## src/rtl/clk_gate_pkg.sv

```systemverilog
// Package: clk_gate_pkg
// Purpose : shared types and defaults for the CPU clock gate slice.
//   run_mode_t   - encoding of the mode_in selector (HALT/STEP/SLOW/FULL)
//   gate_state_t - state of the gating FSM inside cpu_clock_gate
//   mode_to_state- maps a requested run mode onto the FSM state that serves it
package clk_gate_pkg;

  typedef enum logic [1:0] {
    HALT = 2'b00,
    STEP = 2'b01,
    SLOW = 2'b10,
    FULL = 2'b11
  } run_mode_t;

  typedef enum logic [1:0] {
    S_HALT = 2'b00,
    S_STEP = 2'b01,
    S_SLOW = 2'b10,
    S_FULL = 2'b11
  } gate_state_t;

  localparam int unsigned DEBOUNCE_CYCLES_DEFAULT = 32'd1000000;
  localparam int unsigned CNT_W_DEFAULT           = 32;

  function automatic gate_state_t mode_to_state(input run_mode_t mode);
    gate_state_t st;
    case (mode)
      HALT:    st = S_HALT;
      STEP:    st = S_STEP;
      SLOW:    st = S_SLOW;
      FULL:    st = S_FULL;
      default: st = S_HALT;
    endcase
    return st;
  endfunction

endpackage

```

## src/rtl/btn_debounce.sv

```systemverilog
// Module : btn_debounce
// Purpose: brings a raw, bouncy, asynchronous push-button into the clk_in domain and
//          accepts a new level only after it has been stable for DEBOUNCE_CYCLES cycles.
// Ports  :
//   clk_in    in  1  system clock
//   rst_n     in  1  asynchronous active-low reset
//   raw_in    in  1  raw button level (active high, asynchronous)
//   level_out out 1  debounced button level
//   rise_out  out 1  one-cycle pulse, registered together with a 0->1 change of level_out
module btn_debounce #(
  parameter int unsigned DEBOUNCE_CYCLES = 1000000
) (
  input  logic clk_in,
  input  logic rst_n,
  input  logic raw_in,
  output logic level_out,
  output logic rise_out
);

  localparam int unsigned CW = (DEBOUNCE_CYCLES > 1) ? $clog2(DEBOUNCE_CYCLES) : 1;
  localparam logic [CW-1:0] LAST = CW'(DEBOUNCE_CYCLES - 1);

  logic          sync1_q, sync2_q;
  logic          level_q, level_d;
  logic          rise_q, rise_d;
  logic [CW-1:0] cnt_q, cnt_d;

  // The counter only advances while the synchronised input disagrees with the accepted
  // level; a single agreeing sample drops it back to zero, so only an unbroken run of
  // DEBOUNCE_CYCLES disagreeing samples flips the level.
  always_comb begin
    cnt_d   = '0;
    level_d = level_q;
    rise_d  = 1'b0;
    if (sync2_q != level_q) begin
      if (cnt_q == LAST) begin
        level_d = sync2_q;
        rise_d  = sync2_q;
      end else begin
        cnt_d = cnt_q + CW'(1);
      end
    end
  end

  always_ff @(posedge clk_in or negedge rst_n) begin
    if (!rst_n) begin
      sync1_q <= 1'b0;
      sync2_q <= 1'b0;
      level_q <= 1'b0;
      rise_q  <= 1'b0;
      cnt_q   <= '0;
    end else begin
      sync1_q <= raw_in;
      sync2_q <= sync1_q;
      level_q <= level_d;
      rise_q  <= rise_d;
      cnt_q   <= cnt_d;
    end
  end

  assign level_out = level_q;
  assign rise_out  = rise_q;

endmodule

```

## src/rtl/cpu_clock_gate.sv

```systemverilog
// Module : cpu_clock_gate
// Purpose: turns the divided slow clock and a debounced step button into a CPU
//          clock-enable stream (halt / single-step / slow-run / full-run), counts issued
//          CPU cycles and latches a sticky stop when the CPU reports a breakpoint.
// Ports  :
//   clk_in        in  1      system clock, all logic on posedge
//   rst_n         in  1      asynchronous active-low reset
//   slow_clk_in   in  1      divided clock level (already in clk_in domain)
//   step_btn_in   in  1      raw step push-button, active high
//   mode_in       in  2      run mode: 00 HALT, 01 STEP, 10 SLOW, 11 FULL
//   brk_in        in  1      breakpoint hit, meaningful only while cpu_en_out=1
//   cnt_clr_in    in  1      synchronous clear of cycle_cnt_out
//   cpu_en_out    out 1      CPU clock enable
//   cycle_cnt_out out CNT_W  enabled cycles since reset/clear (wraps)
//   stopped_out   out 1      sticky breakpoint stop flag
module cpu_clock_gate
  import clk_gate_pkg::*;
#(
  parameter int unsigned DEBOUNCE_CYCLES = DEBOUNCE_CYCLES_DEFAULT,
  parameter int unsigned CNT_W           = CNT_W_DEFAULT
) (
  input  logic             clk_in,
  input  logic             rst_n,
  input  logic             slow_clk_in,
  input  logic             step_btn_in,
  input  logic [1:0]       mode_in,
  input  logic             brk_in,
  input  logic             cnt_clr_in,
  output logic             cpu_en_out,
  output logic [CNT_W-1:0] cycle_cnt_out,
  output logic             stopped_out
);

  gate_state_t      state_q, state_d;
  logic             cpu_en_q, cpu_en_d;
  logic             stopped_q, stopped_d;
  logic             slow_q;
  logic [CNT_W-1:0] cnt_q, cnt_d;
  logic             btn_level, btn_rise;
  logic             step_req, slow_rise, switching;

  btn_debounce #(
    .DEBOUNCE_CYCLES(DEBOUNCE_CYCLES)
  ) u_btn_debounce (
    .clk_in   (clk_in),
    .rst_n    (rst_n),
    .raw_in   (step_btn_in),
    .level_out(btn_level),
    .rise_out (btn_rise)
  );

  // Rise and level are registered together; qualifying with the level ties every
  // request to an accepted high button state.
  assign step_req  = btn_rise & btn_level;
  assign slow_rise = slow_clk_in & ~slow_q;

  // Next state simply follows the requested mode. While the state is changing no
  // enable is issued, so a mode switch never produces a pulse of either mode.
  // The stop flag is computed first because SLOW/FULL gate on its next value: that way
  // the enable drops in the very cycle the breakpoint is seen, never one cycle late.
  always_comb begin
    state_d   = mode_to_state(run_mode_t'(mode_in));
    switching = (state_d != state_q);

    stopped_d = stopped_q;
    if (switching && ((state_d == S_HALT) || (state_d == S_STEP))) begin
      stopped_d = 1'b0;
    end else if (cpu_en_q && brk_in) begin
      stopped_d = 1'b1;
    end

    cpu_en_d = 1'b0;
    if (!switching) begin
      case (state_q)
        S_HALT:  cpu_en_d = 1'b0;
        S_STEP:  cpu_en_d = step_req;
        S_SLOW:  cpu_en_d = slow_rise & ~stopped_d;
        S_FULL:  cpu_en_d = ~stopped_d;
        default: cpu_en_d = 1'b0;
      endcase
    end

    cnt_d = cnt_q;
    if (cnt_clr_in) begin
      cnt_d = '0;
    end else if (cpu_en_q) begin
      cnt_d = cnt_q + CNT_W'(1);
    end
  end

  always_ff @(posedge clk_in or negedge rst_n) begin
    if (!rst_n) begin
      state_q   <= S_HALT;
      cpu_en_q  <= 1'b0;
      stopped_q <= 1'b0;
      slow_q    <= 1'b0;
      cnt_q     <= '0;
    end else begin
      state_q   <= state_d;
      cpu_en_q  <= cpu_en_d;
      stopped_q <= stopped_d;
      slow_q    <= slow_clk_in;
      cnt_q     <= cnt_d;
    end
  end

  assign cpu_en_out    = cpu_en_q;
  assign cycle_cnt_out = cnt_q;
  assign stopped_out   = stopped_q;

endmodule
```

## config.mk

```make
export PLATFORM = sky130hd
export DESIGN_NAME = cpu_clock_gate
export DESIGN_NICKNAME = d
export VERILOG_FILES = /design/src/rtl/clk_gate_pkg.sv /design/src/rtl/btn_debounce.sv /design/src/rtl/cpu_clock_gate.sv
export SDC_FILE = /design/constraint.sdc
export NUM_CORES = 1
export LEC_CHECK = 0
export ABC_AREA = 1
export BUFFER_PORTS_ARGS = -buffer_cell sky130_fd_sc_hd__buf_2
export CORE_MARGIN = 4
export CORE_UTILIZATION = 55
export CTS_CLUSTER_SIZE = 16
export DETAILED_ROUTE_END_ITERATION = 6
export MAX_ROUTING_LAYER = met4
export PLACE_DENSITY = 0.76
export RECOVER_POWER = 50
export SLEW_MARGIN = 10
export SYNTH_ARGS = -nofsm -noshare
export SYNTH_HDL_FRONTEND = slang
export SYNTH_SLANG_ARGS = --single-unit
```

## constraint.sdc

```tcl
create_clock -name clk_in -period 4.3 [get_ports clk_in]
set_input_delay 0.43 -clock clk_in [delete_from_list [all_inputs] [get_ports clk_in]]
set_output_delay 0.43 -clock clk_in [all_outputs]
set_load 0.005 [all_outputs]
```

==> impl_results.md, run 1 <==
* Status: finished, final reports clean
* Die height at 86.3 um
* Bufs and invs on worst path at 1
* Footprint of the multi-input gates at 1610 um^2
* Post-route minimum period at 1.68 ns
* Setup TNS at 0 ns
* Post-DP Area at 3640 um^2
* Synth area leader: dfrtp_1
* Relative slew margins at 0.423
* DRT antenna net count at 0
* Critical Path RT at ~4.5 ns
* Slowest stage delay, CP at 0.44 ns
* Routability-driven placement congestion ratio at around 0.95
* Commonest cells post-synth: nor2_1, nand2_1, dfrtp_1
* Measured slew at the worst slew-check pin at 0.865 ns
* Slowest cell on crit path: dfrtp_1
* Share of cells above drive strength 1 at 0.146
* Sequential cell area at 1530 um^2
* Grt ovf at 0
* Post-Syn Area at 3370 um^2
* Synth Net Count at 469
* Yosys warns at 0
* DRC at 0
* Detailed Route WL at 7.85 mm
* Num CTS Buffers at 9
* Core Footprint at between 5000 and 6000 um^2
* RSZ-0062 raised after global routing: false
* Drt first pass iters at 5
* CTS Sinks at 61
* DR vias at ~3100
* Synth Area per Inst at 7.35 um^2
* Seq cells post-synth at 61
* Area Growth Syn to Fin at 14.5%
* Final setup fails at 0
* Post-DP HPWL at 5.81 mm
* Max Fclk at 594 MHz
* Vias in the first global route at 2952
* Initial Util at 0.570
* NumNets Final at 517
* CP cell instances: ha_1, nand3_1, inv_1, nand2_1, nor2_1, nand3_1, nand2_1, nor2_1
* Final Hold Viols at 0
* Wirelength per Cell at 13.4 um
* Port-buffer cells at between 40 and 50
* First-pass GRT wire length at 13.0 mm
* Setup crit end kind: flop
* Die ar. at approximately 7400 um^2
* Largest net degree at the start of global routing at a little over 60
* Buffer depth of the longest clock path at 2
* Dpl cells at 571
* Final-report max-slew violation count at 0
* I/O Pins at 42
* Post-CTS setup buffers at 0
* Root buf cell: clkbuf_8
* CTS resizes at 0
* Leak at 1.87 nW
* Std-Cell Rows at 28
* Top post-synthesis cells by area: dfrtp_1, nor2_1, nand2_1, inv_1, nand3_1
* Cells after synthesis at roughly 460
* CP Launch Type: flop
* Initial antenna violation count at 0
* Post-route cell area at 3860 um^2
* Final Skew at 0.00694 ns
* Die width at around 86 um
* Clock latency at the later pin of the worst-skew pair at 0.35 ns
* Hold-fix buffers, CTS at 0
* First DRT Iteration DRCs at 189
* Ant. Diodes at 0
* CP max FO at 5
* CTS tree: done
* Post-synth EDFFs at 0
* Worst min path class: in -> reg
* Final Cycle Share at 0.391
* Finished Layout Cells at about 590
* Yosys cell types at 35
* Most frequent cell after synthesis: nor2_1
* H-tree depth at 3
* FILL cells at 520
* Worst Path Arrival at 1.93 ns
* Async set-or-reset flop fraction in the synthesized netlist at 1.00
* Worst Setup Path Type: reg -> reg
* Main synth FF type: dfrtp_1
* Reg clk slew, reported paths at around 0.080 ns
* Max rail drop VDD at around 0.26 mV
* GRT Total Usage at 0.229
* DR vias/cell at between 5 and 6
* Pwr/cell area at between 300 and 400 nW/um^2
* Crit-path leading delay family: simple AND/OR/NAND/NOR gates
* Top-area cell type share of the netlist area at 0.453
* Register area share after synthesis at 0.453
* Maxcap violations at 0
-- cells by family (layout without fill, tap and decap cells) --
group,Yosys count,in the layout,synth area share
AOI/OAI and AO/OA,39,39,0.0642
xor gates and xnor gates,13,13,0.0338
adders and majority gates,2,2,0.00742
buffers and inverters,59,112,0.0701
DFF,61,61,0.453
and+or+nand+nor,285,285,0.372
-- power breakdown --
group	total (mW)	internal, mW	switching, mW
combinational	0.0447	0.0120	0.0327
clock	0.581	0.329	0.253
sequential	0.585	0.579	0.00523
total	1.21	0.920	0.290
-- worst reg2reg max path, delay by kind of cell, from the launching register on --
kind          cells  cell delay [ns]
fa+ha+maj         1             0.23
flops             1             0.44
buf+inv           1             0.15
simple gates      6             0.77
-- worst paths after layout --
check | startpoint | end | slack, ns | cells past startpoint
setup / recovery | cycle_cnt_out[0]$_DFFE_PN0P_ | cycle_cnt_out[20]$_DFFE_PN0P_ | 2.62 | 8
hold / removal | step_btn_in | u_btn_debounce.sync1_q$_DFF_PN0_ | 0.18 | 1
setup reg to reg | cycle_cnt_out[0]$_DFFE_PN0P_ | cycle_cnt_out[20]$_DFFE_PN0P_ | 2.62 | 8
hold reg to reg | u_btn_debounce.sync1_q$_DFF_PN0_ | u_btn_debounce.sync2_q$_DFF_PN0_ | 0.36 | 0
max in group asynchronous | rst_n | cycle_cnt_out[21]$_DFFE_PN0P_ | 3.56 | 2
min in group asynchronous | rst_n | cycle_cnt_out[16]$_DFFE_PN0P_ | 0.22 | 2
-- area by class of cell --
class | instances | area share
Clock buffer | 9 | 0.0321
Timing Repair Buffer | 42 | 0.0538
Inverter | 54 | 0.0525
Sequential cell | 61 | 0.395
Tap cell | 75 | 0.0243
Clock inverter | 7 | 0.0256
Multi-Input combinational cell | 339 | 0.417
-- layer usage --
metal	global-route usage	up-vias	routed length [um]
li1	-	1543	-
met1	0.261	1431	3300
met2	0.391	97	3920
met3	0.0561	14	459
met4	0.0892	0	169
met5	-	-	0
-- cells in the final DEF, fill, tap and decap left out, types with 2 or more instances in the layout --
| cell | count |
|---|---|
| nand3_1 | 29 |
| inv_1 | 52 |
| o21ai_0 | 12 |
| nor2_4 | 5 |
| xor2_1 | 12 |
| o21bai_1 | 3 |
| nand2_2 | 6 |
| bufinv_16 | 2 |
| clkbuf_8 | 9 |
| a21oi_1 | 19 |
| nor2_1 | 109 |
| nand4_1 | 8 |
| ha_1 | 2 |
| nor2_2 | 4 |
| nor3_4 | 2 |
| clkbuf_1 | 4 |
| clkinv_4 | 2 |
| dfrtp_1 | 61 |
| nand2_1 | 108 |
| nor3_1 | 7 |
| buf_2 | 37 |
-- flip-flops by register name (all words and copies together), names as in the netlist --
name and count:
slow_q 1, cpu_en_out 1, u_btn_debounce.level_out 1, stopped_out 1, state_q 2, u_btn_debounce.sync1_q 1, u_btn_debounce.sync2_q 1, cycle_cnt_out 32
u_btn_debounce.rise_out 1, u_btn_debounce.cnt_q 20
-- stage by stage --
step | setup WS [ns] | power [mW] | utilization | hold slack (ns)
floorplan | 2.93 | 0.620 | - | 0.134
global placement | 2.35 | 0.640 | 0.616 | 0.335
detailed placement | 2.28 | 0.642 | 0.616 | 0.340
CTS | 2.65 | 1.22 | 0.653 | 0.176
global route | 2.41 | 1.25 | 0.652 | 0.173
finish | 2.62 | 1.21 | 0.652 | 0.181
No activity file was read; power rests on OpenSTA's default activity.
==> run 2, diff against run 1 <==
Settings changed: ABC_AREA 1 to 0, PLACE_DENSITY 0.76 to 0.77.
Clock period 4.3 ns to 1.64 ns, I/O delays scaled along.
==> impl_results.md, run 2 <==
* Status: finished with violations
* Failing checks: setup timing
* Most frequent cell after synthesis: dfrtp_1
* Setup crit end kind: flop
* H-tree depth at 3 (unchanged)
* WHS at 0.105 ns (-0.0760 ns)
* Die ar. at 6770 um^2 (-9.1%)
* Final setup fails at 41 (+41)
* CP max FO at 2 (-3)
* Internal power consumption at 2.63 mW (+190%)
* Part of the power in registers at 0.460 (-0.023)
* Yosys cell types at 40 (+14%)
* Final WS setup at -0.420 ns (-3.04 ns)
* NumNets Final at 447 (-14%)
* Initial Util at 0.580 (+0.0100)
* Commonest cells post-synth: dfrtp_1, nor2_1, a21oi_1
* Synth area leader: dfrtp_1
* Post-DP HPWL at 5.35 mm (-7.8%)
* Net Sw Power at 0.705 mW (+140%)
* Synth Area per Inst at 9.76 um^2 (+33%)
* Wirelength per Cell at 18.0 um (+35%)
* Worst Path Arrival at 2.28 ns (+0.35 ns)
* DRT antenna net count at 0 (unchanged)
* Register area share after synthesis at 0.503 (+0.0502)
* Slowest cell on crit path: or4_4
* RSZ-0062 raised after global routing: true
* Final Skew at 0.0111 ns (+0.00413 ns)
* CTS tree: done
* Cells after synthesis at 311 (-32%)
* Core Footprint at 5240 um^2 (-12%)
* Synth Net Count at 321 (-32%)
* Area Growth Syn to Fin at 49.3%
* Measured slew at the worst slew-check pin at 0.847 ns (-0.0178 ns)
* Async set-or-reset flop fraction in the synthesized netlist at 1.00 (unchanged)
* Initial antenna violation count at 0 (unchanged)
* Die height at 82.3 um (-4.6%)
* Top-area cell type share of the netlist area at 0.503 (+0.0502)
* Worst min path class: in -> reg
* Std-Cell Rows at 26 (-7.1%)
* I/O Pins at 42 (unchanged)
* Worst Setup Path Type: reg -> reg
* Port-buffer cells at 41 (unchanged)
* Post-Syn Area at 3040 um^2 (-10%)
* Final Hold Viols at 0 (unchanged)
* Leak at 2.04 nW (+9.4%)
* CTS Sinks at 61 (unchanged)
* Largest net degree at the start of global routing at 62 (unchanged)
* DR vias/cell at 5.99 (+14%)
* Routability-driven placement congestion ratio at 0.803 (-15%)
* CP Launch Type: flop
* Final Cycle Share at 1.26 (+0.865)
* FILL cells at 266 (-49%)
* Reg clk slew, reported paths at 0.06 ns (-0.02 ns)
* Root buf cell: clkbuf_8
* Critical Path RT at 1.86 ns (-2.68 ns)
* Post-synth EDFFs at 0 (unchanged)
* Vias in the first global route at 2945 (-0.24%)
* Post-route minimum period at 2.06 ns (+0.377 ns)
* Sw frac at 0.211 (-0.0286)
* First-pass GRT wire length at 13.8 mm (+6.3%)
* Relative slew margins at 0.435 (+0.0125)
* Drt first pass iters at 5 (unchanged)
* Global routing usage on met2 at 0.455 (+0.0641)
* Max Fclk at 485 MHz (-18%)
* Detailed Route WL at 9.23 mm (+18%)
* Dpl cells at 478 (-16%)
* Clock Power Share at 0.493 (+0.013)
* Most frequent cells in the layout: buf_4, dfrtp_1, buf_2
* Clock latency at the later pin of the worst-skew pair at 0.34 ns (about the same)
* DRC at 0 (unchanged)
* Grt ovf at 0 (unchanged)
* Main synth FF type: dfrtp_1
* Die width at 82.3 um (-4.6%)
* Pwr/cell area at 736 nW/um^2 (+130%)
* DR vias at 3069 (-0.52%)
* Num CTS Buffers at 9 (unchanged)
* Commonest non-fill, non-tap cell in the layout: buf_4
* GRT Total Usage at 0.279 (+0.0500)
* Combinational power share at 0.047 (+0.010)
* Top post-synthesis cells by area: dfrtp_1, or4_1, a21oi_1, nor2_1, xnor2_1
* Pre-CTS setup slack at -0.422 ns (-2.70 ns)
* Buffer depth of the longest clock path at 2 (unchanged)
* Max rail drop VDD at 0.704 mV (+180%)
* Maxcap violations at 0 (unchanged)
* First DRT Iteration DRCs at 187 (-1.1%)
* CP cell instances: or4bb_1, or4_4, nor2_4, mux2_4
* Share of cells above drive strength 1 at 0.459 (+0.313)
* GRT met1 Usage at 0.335 (+0.0748)
* Largest register FFs at 32 (unchanged)
* GRT Max-Usage Layer: met2
* Final-report max-slew violation count at 0 (unchanged)
* Global routing usage on met3 at 0.0564 (+0.000315)
* Seq cells post-synth at 61 (unchanged)
* Yosys warns at 0 (unchanged)
* Finished Layout Cells at 512 (-13%)
* Slowest stage delay, CP at 0.59 ns (+0.15 ns)
* Ant. Diodes at 0 (unchanged)
[run 2: layout make-up]
class                   count  area [um^2]  area share
clock buffers              12          145      0.0320
clock inverters             4         95.1      0.0210
inverters                   7         26.3     0.00580
multi-input cells         228         1710       0.378
flip-flops and latches     61         1530       0.337
well taps                  70         87.6      0.0193
repair buffers            130          935       0.206
[run 2: what timing repair did]
action / CTS / global route
setup buffers: 8 / 7
hold buffers: 5 / 0
endpoints found under the setup margin: 41 / 42
pin swaps: 14 / 17
hold endpoints to repair: 65 / 0
cloned: 1 / 0
gates resized for setup: 29 / 45
[run 2: logic make-up after synthesis]
logic type	after synthesis	share of synthesized area
AND/OR/NAND/NOR	139	0.253
flip-flops	61	0.503
adder cells (fa/ha/maj)	2	0.00824
buffers and inverters	23	0.0379
multiplexers	4	0.0144
XOR/XNOR	24	0.0692
AO/OA/AOI/OAI	58	0.115
[run 2: power groups by stage]
stage                     combinational [mW]  sequential (mW)  clock, mW
after CTS                              0.151             1.53       1.66
after floorplan                       0.0545             1.56          0
after global routing                   0.174             1.53       1.75
after detailed placement               0.140             1.56          0
after global placement                 0.137             1.56          0
final                                  0.158             1.53       1.64
[run 2: critical path, delay by kind of cell, from the launching register on]
family / cells / cell delay (ns)
AND/OR/NAND/NOR: 3 / 1.24
flip-flops: 1 / 0.38
multiplexers: 1 / 0.32
[run 2: worst paths after layout]
| path | startpoint | endpoint | slack, ns | depth (start not counted) |
|---|---|---|---|---|
| worst min-delay path | brk_in | stopped_out$_DFF_PN0_ | 0.10 | 3 |
| max in group asynchronous | rst_n | cycle_cnt_out[0]$_DFFE_PN0P_ | 0.46 | 3 |
| worst min register to register | u_btn_debounce.sync1_q$_DFF_PN0_ | u_btn_debounce.sync2_q$_DFF_PN0_ | 0.37 | 0 |
| worst max register to register | u_btn_debounce.cnt_q[7]$_DFF_PN0_ | u_btn_debounce.level_out$_DFFE_PN0P_ | -0.42 | 4 |
| worst max-delay path | u_btn_debounce.cnt_q[7]$_DFF_PN0_ | u_btn_debounce.level_out$_DFFE_PN0P_ | -0.42 | 4 |
| min in group asynchronous | rst_n | cycle_cnt_out[18]$_DFFE_PN0P_ | 0.56 | 3 |
[run 2: per-layer routing]
| metal | part of all wire | vias up |
|---|---|---|
| met1 | 0.40 | 1519 |
| met4 | 0.030 | 0 |
| met3 | 0.056 | 37 |
| li1 | - | 1391 |
| met2 | 0.51 | 122 |
| met5 | 0 | - |
[run 2: metrics by stage]
stage	instance area, um^2	TNS, ns	util	power [mW]
3_3_place_gp	3860	-9.34	0.737	1.70
6_report	4530	-11.23	0.865	3.33
4_1_cts	4330	-10.69	0.826	3.34
2_1_floorplan	3120	-8.43	-	1.62
5_1_grt	4530	-13.23	0.865	3.46
3_5_place_dp	3860	-10.82	0.737	1.70
==> run 3, diff against run 2 <==
Settings changed: REMOVE_ABC_BUFFERS set to 1.
==> impl_results.md, run 3 (synthesized netlist as in run 2, its figures left out) <==
* Status: finished with violations
* Failing checks: DRC, setup timing
* Met3 WL at 592 um (+14%)
* Measured slew at the worst slew-check pin at 0.856 ns (+0.00867 ns)
* I/O Pins at 42 (unchanged)
* RSZ-0062 raised after global routing: true
* DR vias/cell at 6.03 (+0.52%)
* Port-buffer cells at 41 (unchanged)
* Slowest cell on crit path: or4_4
* Largest net degree at the start of global routing at 62 (unchanged)
* WL met1 at 3.70 mm (-0.24%)
* CP Launch Type: flop
* Worst Path Arrival at 2.28 ns (about the same)
* Root buf cell: clkbuf_8
* Critical Path RT at 1.87 ns (about the same)
* Met2 routed wirelength at 4.96 mm (+5.0%)
* Num CTS Buffers at 9 (unchanged)
* Final setup fails at 41 (unchanged)
* CP cell instances: or4bb_1, or4_4, o21ai_4, buf_6, nor2_2
* Ant. Diodes at 0 (unchanged)
* First-pass GRT wire length at 14.4 mm (+4.2%)
* Worst setup path startpoint: u_btn_debounce.cnt_q[11]$_DFF_PN0_
* WHS at 0.103 ns (-0.00188 ns)
* DRC at 1 (+1)
* Worst Setup Path Type: reg -> reg
* Wirelength per Cell at 18.6 um (+2.9%)
* Final Cycle Share at 1.25 (-0.00738)
* Max rail drop VDD at 0.799 mV (+13%)
* GRT Total Usage at 0.292 (+0.0123)
* Most frequent cells in the layout: buf_4, dfrtp_1, buf_2
* Initial Util at 0.580 (unchanged)
* Share of cells above drive strength 1 at 0.443 (-0.0161)
* CTS Sinks at 61 (unchanged)
* Drt first pass iters at 7 (+2)
* Maxcap violations at 0 (unchanged)
* Slowest stage delay, CP at 0.59 ns (about the same)
* H-tree depth at 3 (unchanged)
* Leak at 2.05 nW (+0.42%)
* Std-Cell Rows at 26 (unchanged)
* Die height at 82.3 um (unchanged)
* Clock latency at the later pin of the worst-skew pair at 0.34 ns (about the same)
* CTS tree: done
* Reg clk slew, reported paths at 0.07 ns (about the same)
* Pre-CTS setup slack at -0.428 ns (-0.00576 ns)
* Max layer used: met4
* Buffer depth of the longest clock path at 2 (unchanged)
* Vias in the first global route at 3057 (+3.8%)
* Post-DP HPWL at 5.19 mm (-3.1%)
* DRT antenna net count at 0 (unchanged)
* Final Skew at 0.00573 ns (-0.00534 ns)
* NumNets Final at 445 (-0.45%)
* Final Hold Viols at 0 (unchanged)
* Max Fclk at 488 MHz (+0.59%)
* Post-route minimum period at 2.05 ns (-0.0121 ns)
* Area Growth Syn to Fin at 47.4%
* Pwr/cell area at 774 nW/um^2 (+5.2%)
* HP Start: brk_in
* Die width at 82.3 um (unchanged)
* Final-report max-slew violation count at 0 (unchanged)
* Final WS setup at -0.408 ns (+0.0121 ns)
* Detailed Route WL at 9.46 mm (+2.5%)
* DR vias at 3073 (+0.13%)
* Setup crit end kind: flop
* Initial antenna violation count at 0 (unchanged)
* Commonest non-fill, non-tap cell in the layout: buf_4
* Relative slew margins at 0.429 (-0.00578)
* Grt ovf at 0 (unchanged)
* Routability-driven placement congestion ratio at 0.845 (+5.2%)
* CP max FO at 8 (+6)
* Worst min path class: in -> reg
* Core Footprint at 5240 um^2 (unchanged)
* Largest register FFs at 32 (unchanged)
* Worst reg2reg startpoint: u_btn_debounce.cnt_q[11]$_DFF_PN0_
* Die ar. at 6770 um^2 (unchanged)
* First DRT Iteration DRCs at 243 (+30%)
-- run 3: cell types whose count changed in the layout (fill, tap and decap cells not counted), sizes merged --
cell,before,now
clkbuf,16,13
bufinv,3,4
or4,21,20
buf,121,120
clkinvlp,0,1
clkinv,1,2
-- run 3: through the flow --
step,std cells,TNS [ns],cell area [um^2],util,power (mW)
detailed placement,479,-11.55,3800,0.726,1.70
CTS,509,-11.39,4330,0.828,3.45
global route,510,-14.22,4470,0.854,3.58
global placement,479,-10.05,3800,0.726,1.69
floorplan,295,-20.76,2950,-,1.59
finish,510,-12.79,4470,0.854,3.46
-- run 3: final cells by class --
cell class / count / area [um^2]
fill: 274 / 763
sequential: 61 / 1530
clock buffer: 9 / 124
tap: 70 / 87.6
clock inverter: 7 / 138
inverter: 7 / 26.3
timing repair buffer: 129 / 932
multi-input combinational: 227 / 1640
-- run 3: metal layers --
metal / up-vias / track usage
met2: 142 / 0.475
met5: - / -
met4: 0 / 0.128
met1: 1528 / 0.354
met3: 29 / 0.0542
li1: 1374 / -
-- run 3: worst paths after layout --
path | to | slack, ns | cells after the start
setup / recovery | u_btn_debounce.cnt_q[11]$_DFF_PN0_ | -0.41 | 5
hold / removal | stopped_out$_DFF_PN0_ | 0.10 | 3
setup reg to reg | u_btn_debounce.cnt_q[11]$_DFF_PN0_ | -0.41 | 5
hold reg to reg | u_btn_debounce.sync2_q$_DFF_PN0_ | 0.36 | 0
max in group asynchronous | cycle_cnt_out[26]$_DFFE_PN0P_ | 0.51 | 3
min in group asynchronous | cycle_cnt_out[20]$_DFFE_PN0P_ | 0.57 | 3
-- run 3: what timing repair did --
| action | 4_1_cts | 5_1_grt |
|---|---|---|
| pin swaps | 25 | 19 |
| endpoints found under the hold margin | 65 | 0 |
| hold buffers | 5 | 0 |
| gates resized for setup | 32 | 41 |
| setup buffers | 8 | 2 |
| cloned | 1 | 0 |
| endpoints found under the setup margin | 41 | 43 |
-- run 3: power breakdown --
part	switching (mW)	internal (mW)	leakage, nW	total [mW]
sequential	0.0106	1.52	0.838	1.53
clock	0.619	1.16	0.129	1.78
combinational	0.0991	0.0594	1.08	0.159
-- run 3: worst max-delay path: cells and delay by family (launching register included) --
kind / cells / cell delay [ns]
buf+inv: 1 / 0.18
simple gates: 3 / 1.16
compound gates: 1 / 0.20
flops: 1 / 0.39
